--- config.mk ---
export PLATFORM = sky130hd
export DESIGN_NAME = sensor_disp_seq_flat
export DESIGN_NICKNAME = d
export VERILOG_FILES = /design/src/rtl/sensor_disp_seq_if.sv /design/src/rtl/sensor_disp_seq.sv /design/src/flat_wrapper.sv
export SDC_FILE = /design/constraint.sdc
export NUM_CORES = 1
export LEC_CHECK = 0
export CORE_UTILIZATION = 45
export DETAILED_ROUTE_END_ITERATION = 16
export HOLD_SLACK_MARGIN = 0.03
export PLACE_DENSITY_LB_ADDON = 0.12
export REMOVE_ABC_BUFFERS = 1
export SYNTH_ARGS = -nofsm -noshare
export SYNTH_HDL_FRONTEND = slang
export SYNTH_SLANG_ARGS = --single-unit
export TNS_END_PERCENT = 5
--- constraint.sdc ---
create_clock -name clk -period 5.5 [get_ports clk]
set_clock_uncertainty 0.1 [all_clocks]
set_input_delay 0.55 -clock clk [delete_from_list [all_inputs] [get_ports clk]]
set_output_delay 0.55 -clock clk [all_outputs]
set_load 0.005 [all_outputs]
--- src/rtl/sensor_disp_seq_if.sv ---
// Signal bundle between the sensor bring-up sequencer and its board-level driver.
// The master modport drives stimulus (button, calibration, samples); slave is the sequencer.
interface sensor_disp_seq_if #(
   parameter int NUM_CH = 3,
   parameter int DATA_W = 16,
   parameter int LED_W  = 8
) ();
   localparam int SEL_W = (NUM_CH > 1) ? $clog2(NUM_CH) : 1;

   // vld has no ready: the sequencer never stalls, so every clk with vld=1
   // presents a complete sample set on ch_data that is taken on that edge in SHOW.
   logic                     next;
   logic                     cal_done;
   logic                     vld;
   logic [NUM_CH*DATA_W-1:0] ch_data;
   logic                     strt_cal;
   logic                     cal_busy;
   logic [SEL_W-1:0]         ch_sel;
   logic [LED_W-1:0]         led;
   logic [1:0]               state_dbg;

   modport master (
      output next, cal_done, vld, ch_data,
      input  strt_cal, cal_busy, ch_sel, led, state_dbg
   );

   modport slave (
      input  next, cal_done, vld, ch_data,
      output strt_cal, cal_busy, ch_sel, led, state_dbg
   );
endinterface

--- src/rtl/sensor_disp_seq.sv ---
// Calibration-then-channel-display sequencer driving an LED bank from a slice of a sensor word.
// Optional macro SEQ_AUTO_ADV_EN adds a periodic channel auto-advance in SHOW.
module sensor_disp_seq #(
   parameter int NUM_CH    = 3,
   parameter int DATA_W    = 16,
   parameter int LED_W     = 8,
   parameter int SLICE_LSB = 1,
   parameter int CAL_TO    = 1000000,
   parameter int AUTO_CYC  = 50000000
) (
   input logic                clk,
   input logic                rst_n,
   sensor_disp_seq_if.slave   bus
);
   localparam int SEL_W  = (NUM_CH > 1) ? $clog2(NUM_CH) : 1;
   localparam int TO_W   = $clog2(CAL_TO);
   localparam int N_SLOT = 1 << SEL_W;

   typedef enum logic [1:0] {IDLE = 2'd0, CAL = 2'd1, SHOW = 2'd2, ERR = 2'd3} state_t;

   state_t              state_q, state_d;
   logic                strt_q, strt_d;
   logic                busy_q, busy_d;
   logic [SEL_W-1:0]    sel_q, sel_d, sel_inc;
   logic [DATA_W-1:0]   hreg_q, hreg_d;
   logic [LED_W-1:0]    led_q, led_d;
   logic [TO_W-1:0]     to_q, to_d;
   logic                adv;

   // Padded to a power of two so any ch_sel value indexes a defined word.
   logic [DATA_W-1:0]   words [N_SLOT];

   for (genvar k = 0; k < N_SLOT; k++) begin : g_words
      if (k < NUM_CH) begin : g_real
         assign words[k] = bus.ch_data[k*DATA_W +: DATA_W];
      end else begin : g_pad
         assign words[k] = '0;
      end
   end

   assign sel_inc = (sel_q == SEL_W'(NUM_CH - 1)) ? '0 : sel_q + 1'b1;

`ifdef SEQ_AUTO_ADV_EN
   localparam int AW = (AUTO_CYC > 1) ? $clog2(AUTO_CYC) : 1;
   logic [AW-1:0] auto_q, auto_d;

   always_comb begin
      auto_d = '0;
      adv    = 1'b0;
      if (state_q == SHOW) begin
         if (bus.next || auto_q == AW'(AUTO_CYC - 1)) begin
            adv = 1'b1;
         end else begin
            auto_d = auto_q + 1'b1;
         end
      end
   end

   always_ff @(posedge clk or negedge rst_n) begin
      if (!rst_n) auto_q <= '0;
      else        auto_q <= auto_d;
   end
`else
   logic unused_auto;
   assign unused_auto = ^AUTO_CYC;
   assign adv = (state_q == SHOW) && bus.next;
`endif

   always_comb begin
      state_d = state_q;
      strt_d  = 1'b0;
      sel_d   = sel_q;
      hreg_d  = hreg_q;
      to_d    = to_q;
      case (state_q)
         IDLE, ERR: begin
            if (bus.next) begin
               state_d = CAL;
               strt_d  = 1'b1;
               to_d    = '0;
            end
         end
         CAL: begin
            // cal_done is tested first so it wins on the timeout cycle.
            if (bus.cal_done) begin
               state_d = SHOW;
               sel_d   = '0;
               hreg_d  = words[0];
            end else if (to_q == TO_W'(CAL_TO - 1)) begin
               state_d = ERR;
            end else begin
               to_d = to_q + 1'b1;
            end
         end
         SHOW: begin
            if (adv) begin
               sel_d  = sel_inc;
               hreg_d = words[sel_inc];
            end else if (bus.vld) begin
               hreg_d = words[sel_q];
            end
         end
         default: state_d = IDLE;
      endcase

      busy_d = (state_d == CAL);
      case (state_d)
         CAL:     led_d = LED_W'(1);
         ERR:     led_d = '1;
         SHOW:    led_d = hreg_d[SLICE_LSB +: LED_W];
         default: led_d = '0;
      endcase
   end

   always_ff @(posedge clk or negedge rst_n) begin
      if (!rst_n) begin
         state_q <= IDLE;
         strt_q  <= 1'b0;
         busy_q  <= 1'b0;
         sel_q   <= '0;
         hreg_q  <= '0;
         led_q   <= '0;
         to_q    <= '0;
      end else begin
         state_q <= state_d;
         strt_q  <= strt_d;
         busy_q  <= busy_d;
         sel_q   <= sel_d;
         hreg_q  <= hreg_d;
         led_q   <= led_d;
         to_q    <= to_d;
      end
   end

   assign bus.strt_cal  = strt_q;
   assign bus.cal_busy  = busy_q;
   assign bus.ch_sel    = sel_q;
   assign bus.led       = led_q;
   assign bus.state_dbg = state_q;
endmodule

--- src/flat_wrapper.sv ---
// flat-port wrapper written by rule: the top's interface ports become plain ports
module sensor_disp_seq_flat 
#(
   parameter int NUM_CH    = 3,
   parameter int DATA_W    = 16,
   parameter int LED_W     = 8,
   parameter int SLICE_LSB = 1,
   parameter int CAL_TO    = 1000000,
   parameter int AUTO_CYC  = 50000000
)
  (clk, rst_n, bus_next, bus_cal_done, bus_vld, bus_ch_data, bus_strt_cal, bus_cal_busy, bus_ch_sel, bus_led, bus_state_dbg);
  sensor_disp_seq_if #(.NUM_CH(NUM_CH), .DATA_W(DATA_W), .LED_W(LED_W)) bus_i ();
  input logic clk;
  input logic rst_n;
  input wire logic [$bits(bus_i.next)-1:0] bus_next;
  input wire logic [$bits(bus_i.cal_done)-1:0] bus_cal_done;
  input wire logic [$bits(bus_i.vld)-1:0] bus_vld;
  input wire logic [$bits(bus_i.ch_data)-1:0] bus_ch_data;
  output wire logic [$bits(bus_i.strt_cal)-1:0] bus_strt_cal;
  output wire logic [$bits(bus_i.cal_busy)-1:0] bus_cal_busy;
  output wire logic [$bits(bus_i.ch_sel)-1:0] bus_ch_sel;
  output wire logic [$bits(bus_i.led)-1:0] bus_led;
  output wire logic [$bits(bus_i.state_dbg)-1:0] bus_state_dbg;
  assign bus_i.next = bus_next;
  assign bus_i.cal_done = bus_cal_done;
  assign bus_i.vld = bus_vld;
  assign bus_i.ch_data = bus_ch_data;
  assign bus_strt_cal = bus_i.strt_cal;
  assign bus_cal_busy = bus_i.cal_busy;
  assign bus_ch_sel = bus_i.ch_sel;
  assign bus_led = bus_i.led;
  assign bus_state_dbg = bus_i.state_dbg;
  sensor_disp_seq #(.NUM_CH(NUM_CH), .DATA_W(DATA_W), .LED_W(LED_W), .SLICE_LSB(SLICE_LSB), .CAL_TO(CAL_TO), .AUTO_CYC(AUTO_CYC)) u_core (.clk(clk), .rst_n(rst_n), .bus(bus_i));
endmodule
Word-level counts from Yosys, hierarchy flattened
Cells that the tools add are included.
{"block": "word_totals", "register_bits": 42, "elab_cells": 58, "in_bits": 53, "output_inout_bits": 14}
{"block": "op_classes", "add_sub_neg": 2, "bitwise_logic": 2, "n_lt_le_gt_ge": 2, "mux": 25, "n_reduce_logical": 7, "eq_ne": 13}
{"cell": "$bmux W16 S2", "count": 2}
{"cell": "$mux W9", "count": 7}
{"cell": "$mux W20", "count": 3}
{"cell": "$pmux W20 S2", "count": 1}
{"cell": "$pmux W8 S3", "count": 1}
{"cell": "$add A20 B1 Y20 const B", "count": 1}
{"cell": "$eq A20 B20 Y1 const B", "count": 1}
{"cell": "$pmux W9 S2", "count": 1}
{"cell": "$mux W2", "count": 6}
{"cell": "$eq A2 B2 Y1 const B", "count": 5}
{"cell": "$ne A2 B2 Y1 const B", "count": 4}
{"cell": "$pmux W2 S2", "count": 2}
{"cell": "$ge A3 B3 Y1 const B", "count": 2}
{"cell": "$not A2 Y3", "count": 2}
{"cell": "$eq A2 B1 Y1 const B", "count": 2}
{"cell": "$reduce_and A4 Y1", "count": 1}
{"cell": "$reduce_bool A2 Y1", "count": 2}
{"cell": "$reduce_and A3 Y1", "count": 1}
{"cell": "$add A2 B1 Y2 const B", "count": 1}
{"cell": "$logic_not A2 Y1", "count": 1}
{"cell": "$mux W1", "count": 2}
{"cell": "$ne A2 B1 Y1 const B", "count": 1}
{"cell": "$reduce_or A2 Y1", "count": 1}
{"cell": "$logic_and A1 B1 Y1", "count": 1}

Logic depth before layout (Yosys ltp)
Gate-level depths: netlist of run 1.
{"block": "logic_depth", "depth_word": 9, "depth_mapped": 9, "ltp_nobuf": 7}

Worst setup path after synthesis of run 1
OpenSTA, ideal clock, no wires.
{"block": "synth_path", "kind": "register -> register", "from": "register u_core.state_q[0], in the netlist u_core.bus.state_dbg[0]", "to": "register u_core.to_q[11]", "n_path_buf": 1, "path_stages_with_launch": 9, "required_time_ns": 5.268, "path_slack_ns": 3.235, "t_arrival_ns": 2.033, "cell_sequence": "dfrtp_1 -> inv_1 -> ha_1 -> nor2b_1 -> a2111o_1 -> clkbuf_1 -> nor4_1 -> xnor2_1 -> nor2_1"}
{"block": "synth_between", "elab_chain_len": 4, "word_cells_on_any_way": 10, "cone_classes": "eq/ne (5); mux (1); reduce/logical (4)"}
{"item": "from (decl)", "line": "sensor_disp_seq.sv:21", "source": "state_t state_q, state_d;"}
{"item": "from (signal assigned)", "line": "sensor_disp_seq.sv:125", "source": "state_q <= state_d;"}
{"item": "$eq A2 B2 Y1 / $logic_not A2 Y1 (equally long branches)", "line": "sensor_disp_seq.sv:75", "source": "case (state_q)"}
{"item": "$reduce_or A2 Y1", "line": "sensor_disp_seq.sv:75"}
{"item": "$ne A2 B2 Y1 (no source line) / $reduce_bool A2 Y1 (equally long branches)"}
{"item": "$reduce_and A4 Y1 (no source line)"}
{"item": "to (signal assigned)", "line": "sensor_disp_seq.sv:131", "source": "to_q <= to_d;"}
{"item": "to (decl)", "line": "sensor_disp_seq.sv:27", "source": "logic [TO_W-1:0] to_q, to_d;"}
Parallel ways exist; a longest one is shown, timed or not.
A chain may end at the register's enable or synchronous reset.

Final worst setup path of run 1
{"block": "layout_path", "from": "input port bus_next", "to": "register u_core.to_q[17]"}
{"block": "layout_between", "elab_chain_len": 2}
{"item": "from (decl)", "line": "flat_wrapper.sv:15", "source": "input wire logic [$bits(bus_i.next)-1:0] bus_next;"}
{"item": "$ne A2 B2 Y1 (no source line)"}
{"item": "$reduce_and A4 Y1 (no source line)"}
Every way passes these cells.

==> run summary, run 1 <==
# setup viols final: 0
clock sinks: 42
Hold Crit Class: primary input to async pin
CP bufs+invs: 1
WL/cell: 15.48 µm
Starting Density: 46.64%
power per cell area: 382.3 nW/µm²
final instance area: 3107 µm²
fin nets: 376
Final period util: 48.66%
Max Slew Vio Count: 0
Avg Cell Area, Syn: 8.925 µm²
1st-iter DRT viols: 136
RSZ-0062 raised after global routing: no
Max Fclk: 373.7 MHz
Post-Syn Area: 2552 µm²
Max-cap violations: 0
Vias/cell: 5.725
number of flops mapped to enable cells by yosys: 0
P_leak: 1.236 nW
Worst EP arrival: 2.73 ns
largest stage delay on the critical path: 0.83 ns
hold_buf cts: 0
gp weighted congestion: 0.7656
crit end category: flip-flop
Yosys top cell area share: 41.18%
vias: 2,250
I/O Pins: 67
Area after DPL: 2997 µm²
CTS buffer count: 5
setup bufs post-CTS: 0
Netlist cell types: 42
WHS: 0.2897 ns
CP startpoint kind: primary input
first-pass GRT wire length: 10,650 µm
diode count: 0
#FFs+latches synth: 42
initial antenna violation count: 0
fin crit period: 2.676 ns
largest area contributor in the netlist: dfrtp_1
asr flop ratio synth: 100.0%
Clk Latency, worst-skew pair: 0.29 ns
VDD IR max: 174.1 µV
core area: 5473 µm²
critical path cell sequence: clkdlybuf4s50_1 -> nor2b_1 -> a2111o_1 -> nor4_1 -> xnor2_1 -> nor2_1
post-DP HPWL: 4063 µm
Slew Limit Headroom: 37.69%
Clock Root Buffer: clkbuf_8
Reg clk slew, reported paths: 0.09 ns
Post-synth top flop: dfrtp_1
chip width: 77.32 µm
Rows: 27
residual DRC count: 0
chip height: 77.32 µm
WS Path Type: primary input to flip-flop
routed wire length: 6082 µm
Final Hold Viols: 0
Congestion Overflow GR: 0
CP required: 5.55 ns
pin count of the biggest net entering global routing: 43
CP max FO: 15
cell family with most CP delay: buffers and inverters
number of global-route vias before repair: 2,220
Slowest cell on crit path: clkdlybuf4s50_1
Port Buf Inserts: 42
worst slew pin tran: 0.9346 ns
register area share after synthesis: 41.18%
synthesized instance count: 286
share of layout cells above drive strength 1: 8.723%
post-route setup TNS: 0 ns
Synth area leaders: dfrtp_1, mux2_2, a221oi_1
Area Growth Syn to Fin: 21.72%
CTS tree: built
Post-CTS Resized: 0
total die area: 5978 µm²
status: finished, final reports clean
Total Routing Usage GR: 22.47%
synth warn: 0
CTS HTree Levels: 2
CTS Buffer Depth: 2
DRT antenna net count: 0
drt first pass iters: 4
state kept, by name, summed over array words and instances (netlist names):
signal	count
u_core.bus.cal_busy	1
u_core.bus.led	8
u_core.bus.state_dbg	2
u_core.bus.strt_cal	1
u_core.bus.ch_sel	2
u_core.hreg_q	8
u_core.to_q	20
per-stage QoR:
stage               power (mW)  setup WS, ns  util, %  std cells
finish                   1.188         2.824    56.77        393
global route             1.281         2.549    56.77        393
CTS                      1.199         2.825    56.77        393
detailed placement      0.9537         2.507    54.76        385
global placement        0.9411         2.510    54.76        385
floorplan               0.7411         3.193        -        270
Yosys cell counts, types with 2 or more instances:
master    count
a211oi_1      2
a21oi_1      19
a221oi_1     14
a22o_1        2
and2_1        2
and4_1        2
clkbuf_1     13
dfrtp_1      42
ha_1          3
inv_1        25
mux2_2       16
nand2_1      29
nand2b_1      5
nand3_1       5
nand4_1       3
nor2_1       17
nor2b_1       9
nor3_1        5
nor4_1        9
o21ai_0      13
o21ai_1       7
o221ai_1      8
o31ai_1       2
or3_1         5
xnor2_1      12
layout make-up:
cell class / count / area [µm²]
clock inverters: 2 / 37.54
inverters: 25 / 93.84
flip-flops and latches: 42 / 1051
clock buffers: 6 / 72.57
multi-input cells: 203 / 1339
repair buffers: 43 / 422.9
fillers: 508 / 2366
well taps: 72 / 90.09
metal layers:
metal	vias to the layer above	routed length, µm	part of all wire (%)	track usage (%)
met5	-	0	0	0
met4	0	103	1.7	9.434
met3	9	297	4.9	3.452
met2	60	2785	46	35.66
met1	1076	2896	48	30.40
li1	1105	-	-	-
report_power, final:
part	internal, mW	switching (mW)
Sequential	0.372	0.0513
Combinational	0.223	0.299
Clock	0.136	0.107
Total	0.730	0.457
kinds of logic after synthesis:
family                     Yosys count  share of synthesized area (%)
DFF                                 42                          41.18
adders and majority gates            3                          1.471
AOI/OAI and AO/OA                   74                          19.90
buffers and inverters               41                          6.372
muxes                               16                          7.059
and+or+nand+nor                     98                          19.90
xor gates and xnor gates            12                          4.118
worst paths after layout:
path | from | to | slack [ns] | depth (start not counted)
max | bus_next | u_core.to_q[17] | 2.82 | 6
min | rst_n | u_core.bus.led[4] | 0.29 | 1
max reg2reg | u_core.bus.state_dbg[0] | u_core.to_q[17] | 2.86 | 7
min reg2reg | u_core.to_q[1] | u_core.to_q[1] | 0.45 | 2
max in group asynchronous | rst_n | u_core.to_q[8] | 4.42 | 1
min in group clk | u_core.to_q[1] | u_core.to_q[1] | 0.45 | 2
cells in the final DEF (no fill, tap or decap), types with 3 or more instances in the layout:
cell type and instances:
nand2b_1 5, nand2_1 29, nor4_1 9, o21ai_1 7
nor3_1 5, a221oi_1 14, dfrtp_1 42, clkdlybuf4s50_1 41
nor2b_1 9, o21ai_0 13, nand4_1 3, inv_1 25
o221ai_1 8, ha_1 3, clkbuf_8 5, nor2_1 17
a21oi_1 19, xnor2_1 12, nand3_1 5, mux2_2 16
or3_1 5
(Power assumes the default switching activity.)
==> inputs of run 2 (changes only) <==
CORE_UTILIZATION = 44   (was 45)
clock period = 2.4 ns   (was 5.5 ns; I/O delays follow)
==> run 2 against run 1 <==
Compared with the run above: total power up 130%; critical endpoint is now u_core.to_q[19]; utilization is 2.0 points higher; critical path type is now flip-flop to flip-flop; design area rose by 4.8%.
==> run summary, run 2 (same netlist as run 1, synthesis figures left out) <==
largest stage delay on the critical path: 0.55 ns (was 0.83 ns)
Port Buf Inserts: 42 (unchanged)
worst slew pin tran: 0.5873 ns (was 0.9346 ns)
Clk Latency, worst-skew pair: 0.30 ns (was 0.29 ns)
initial antenna violation count: 0 (unchanged)
pin count of the biggest net entering global routing: 43 (unchanged)
CTS HTree Levels: 2 (unchanged)
CTS buffer count: 5 (unchanged)
total die area: 6110 µm² (was 5978 µm²)
core area: 5540 µm² (was 5473 µm²)
post-DP HPWL: 4194 µm (was 4063 µm)
Rows: 27 (unchanged)
share of layout cells above drive strength 1: 15.25% (was 8.723%)
1st-iter DRT viols: 165 (was 136)
Slowest cell on crit path: a2111o_2 (was clkdlybuf4s50_1)
P_leak: 1.330 nW (was 1.236 nW)
CP max FO: 14 (was 15)
CP startpoint kind: flip-flop (was primary input)
CP bufs+invs: 1 (unchanged)
residual DRC count: 0 (unchanged)
Final period util: 95.99%
number of global-route vias before repair: 2,276 (was 2,220)
Vias/cell: 5.494 (was 5.725)
I/O Pins: 67 (unchanged)
# fillers: 511 (was 508)
fin crit period: 2.304 ns
worst setup path startpoint: u_core.bus.state_dbg[0] (was bus_next)
routed wire length: 6077 µm (was 6082 µm)
setup bufs post-CTS: 0 (unchanged)
Final Hold Viols: 0 (unchanged)
Hold Crit Class: primary input to async pin (unchanged)
RSZ-0062 raised after global routing: yes (was no)
Worst EP arrival: 2.39 ns (was 2.73 ns)
Reg clk slew, reported paths: 0.09 ns (about the same)
Total Routing Usage GR: 21.76% (was 22.47%)
cell family with most CP delay: simple AND/OR/NAND/NOR gates (was buffers and inverters)
power per cell area: 850.2 nW/µm² (was 382.3 nW/µm²)
gp weighted congestion: 0.8167 (was 0.7656)
critical path cell sequence: inv_1 -> ha_1 -> nor2b_1 -> a2111o_2 -> nor4_1 -> xnor2_1 -> nor2_1 (was clkdlybuf4s50_1 -> nor2b_1 -> a2111o_1 -> nor4_1 -> xnor2_1 -> nor2_1)
WL/cell: 14.71 µm (was 15.48 µm)
fin nets: 396 (was 376)
pre-CTS WS: 0.04793 ns (was 2.507 ns)
crit end category: flip-flop (unchanged)
Slew Limit Headroom: 60.77% (was 37.69%)
drt first pass iters: 4 (unchanged)
Clock Root Buffer: clkbuf_8 (unchanged)
VDD IR max: 470.3 µV (was 174.1 µV)
most flop-heavy register: u_core.to_q (unchanged)
clock sinks: 42 (unchanged)
Max Slew Vio Count: 0 (unchanged)
status: finished, final reports clean (unchanged)
CTS tree: built (unchanged)
WS Path Type: flip-flop to flip-flop (was primary input to flip-flop)
first-pass GRT wire length: 10,480 µm (was 10,650 µm)
diode count: 0 (unchanged)
CTS Buffer Depth: 2 (unchanged)
Max-cap violations: 0 (unchanged)
post-route setup TNS: 0 ns (unchanged)
CP required: 2.49 ns (was 5.55 ns)
RR Startpoint: u_core.bus.state_dbg[0] (unchanged)
max reg flops: 20 (unchanged)
Area Growth Syn to Fin: 27.60% (was 21.72%)
Max Fclk: 434.1 MHz
Starting Density: 46.07% (was 46.64%)
vias: 2,269 (was 2,250)
chip height: 78.17 µm (was 77.32 µm)
most frequent cells in the layout: clkdlybuf4s50_1, dfrtp_1, nand2_1, inv_1, buf_4 (was dfrtp_1, clkdlybuf4s50_1, nand2_1, inv_1, a21oi_1)
Congestion Overflow GR: 0 (unchanged)
# setup viols final: 0 (unchanged)
chip width: 78.17 µm (was 77.32 µm)
DRT antenna net count: 0 (unchanged)
setup ws final: 0.09621 ns (was 2.824 ns)
-- run 2: cell types whose count changed in the layout (fill, tap and decap cells not counted), sizes merged --
cell,previous run,this run
buf,2,21
bufinv,1,0
clkinv,0,1
dlygate4sd3,0,1
-- run 2: what timing repair did --
item,4_1_cts,5_1_grt
gates resized for setup,0,4
hold endpoints to repair,42,0
endpoints found under the setup margin,0,18
hold buffers,1,0
-- run 2: power by group --
part | switching, mW | internal, mW | total, mW | leakage (nW)
sequential | 0.114 | 0.854 | 0.968 | 0.566
clock | 0.251 | 0.231 | 0.482 | 0.0472
combinational | 0.710 | 0.609 | 1.32 | 0.717
total | 1.07 | 1.69 | 2.77 | 1.33
-- run 2: layer usage --
metal	share of wire, %	GRT usage, %	vias up
met5	0	0	-
met4	1.9	8.889	0
met3	5.5	3.605	13
met2	47	37.19	62
met1	45	27.25	1050
li1	-	-	1144
-- run 2: cell type report --
| class | count | area (µm²) | share of cell area, % |
|---|---|---|---|
| Clock inverter | 2 | 12.51 | 0.3842 |
| Timing Repair Buffer | 63 | 575.6 | 17.67 |
| Inverter | 25 | 93.84 | 2.881 |
| Sequential cell | 42 | 1052 | 32.31 |
| Multi-Input combinational cell | 203 | 1350 | 41.45 |
| Clock buffer | 6 | 82.58 | 2.536 |
| Tap cell | 72 | 90.09 | 2.766 |
-- run 2: final timing paths --
path	end	slack, ns	depth (start not counted)
worst max-delay path	u_core.to_q[19]	0.1	7
worst min-delay path	u_core.hreg_q[1]	0.44	3
worst max register to register	u_core.to_q[19]	0.1	7
worst min register to register	u_core.to_q[1]	0.45	2
max in group asynchronous	u_core.bus.ch_sel[1]	1.37	3
min in group clk	u_core.to_q[1]	0.45	2
-- run 2: per-stage QoR --
step | util (%) | instance area, µm² | total power, mW | cells | hold slack, ns
floorplan | - | 2484 | 1.698 | 270 | -0.1556
global placement | 56.66 | 3139 | 2.267 | 404 | 0.2401
detailed placement | 56.66 | 3139 | 2.300 | 404 | 0.2506
CTS | 58.56 | 3244 | 2.793 | 413 | 0.4558
global route | 58.79 | 3257 | 2.996 | 413 | 0.4969
finish | 58.79 | 3257 | 2.769 | 413 | 0.4423
-- run 2: tightest hold or removal path, cell delays in order --
cell and delay (ns):
dlygate4sd3_1 0.51, buf_2 0.10, buf_4 0.44
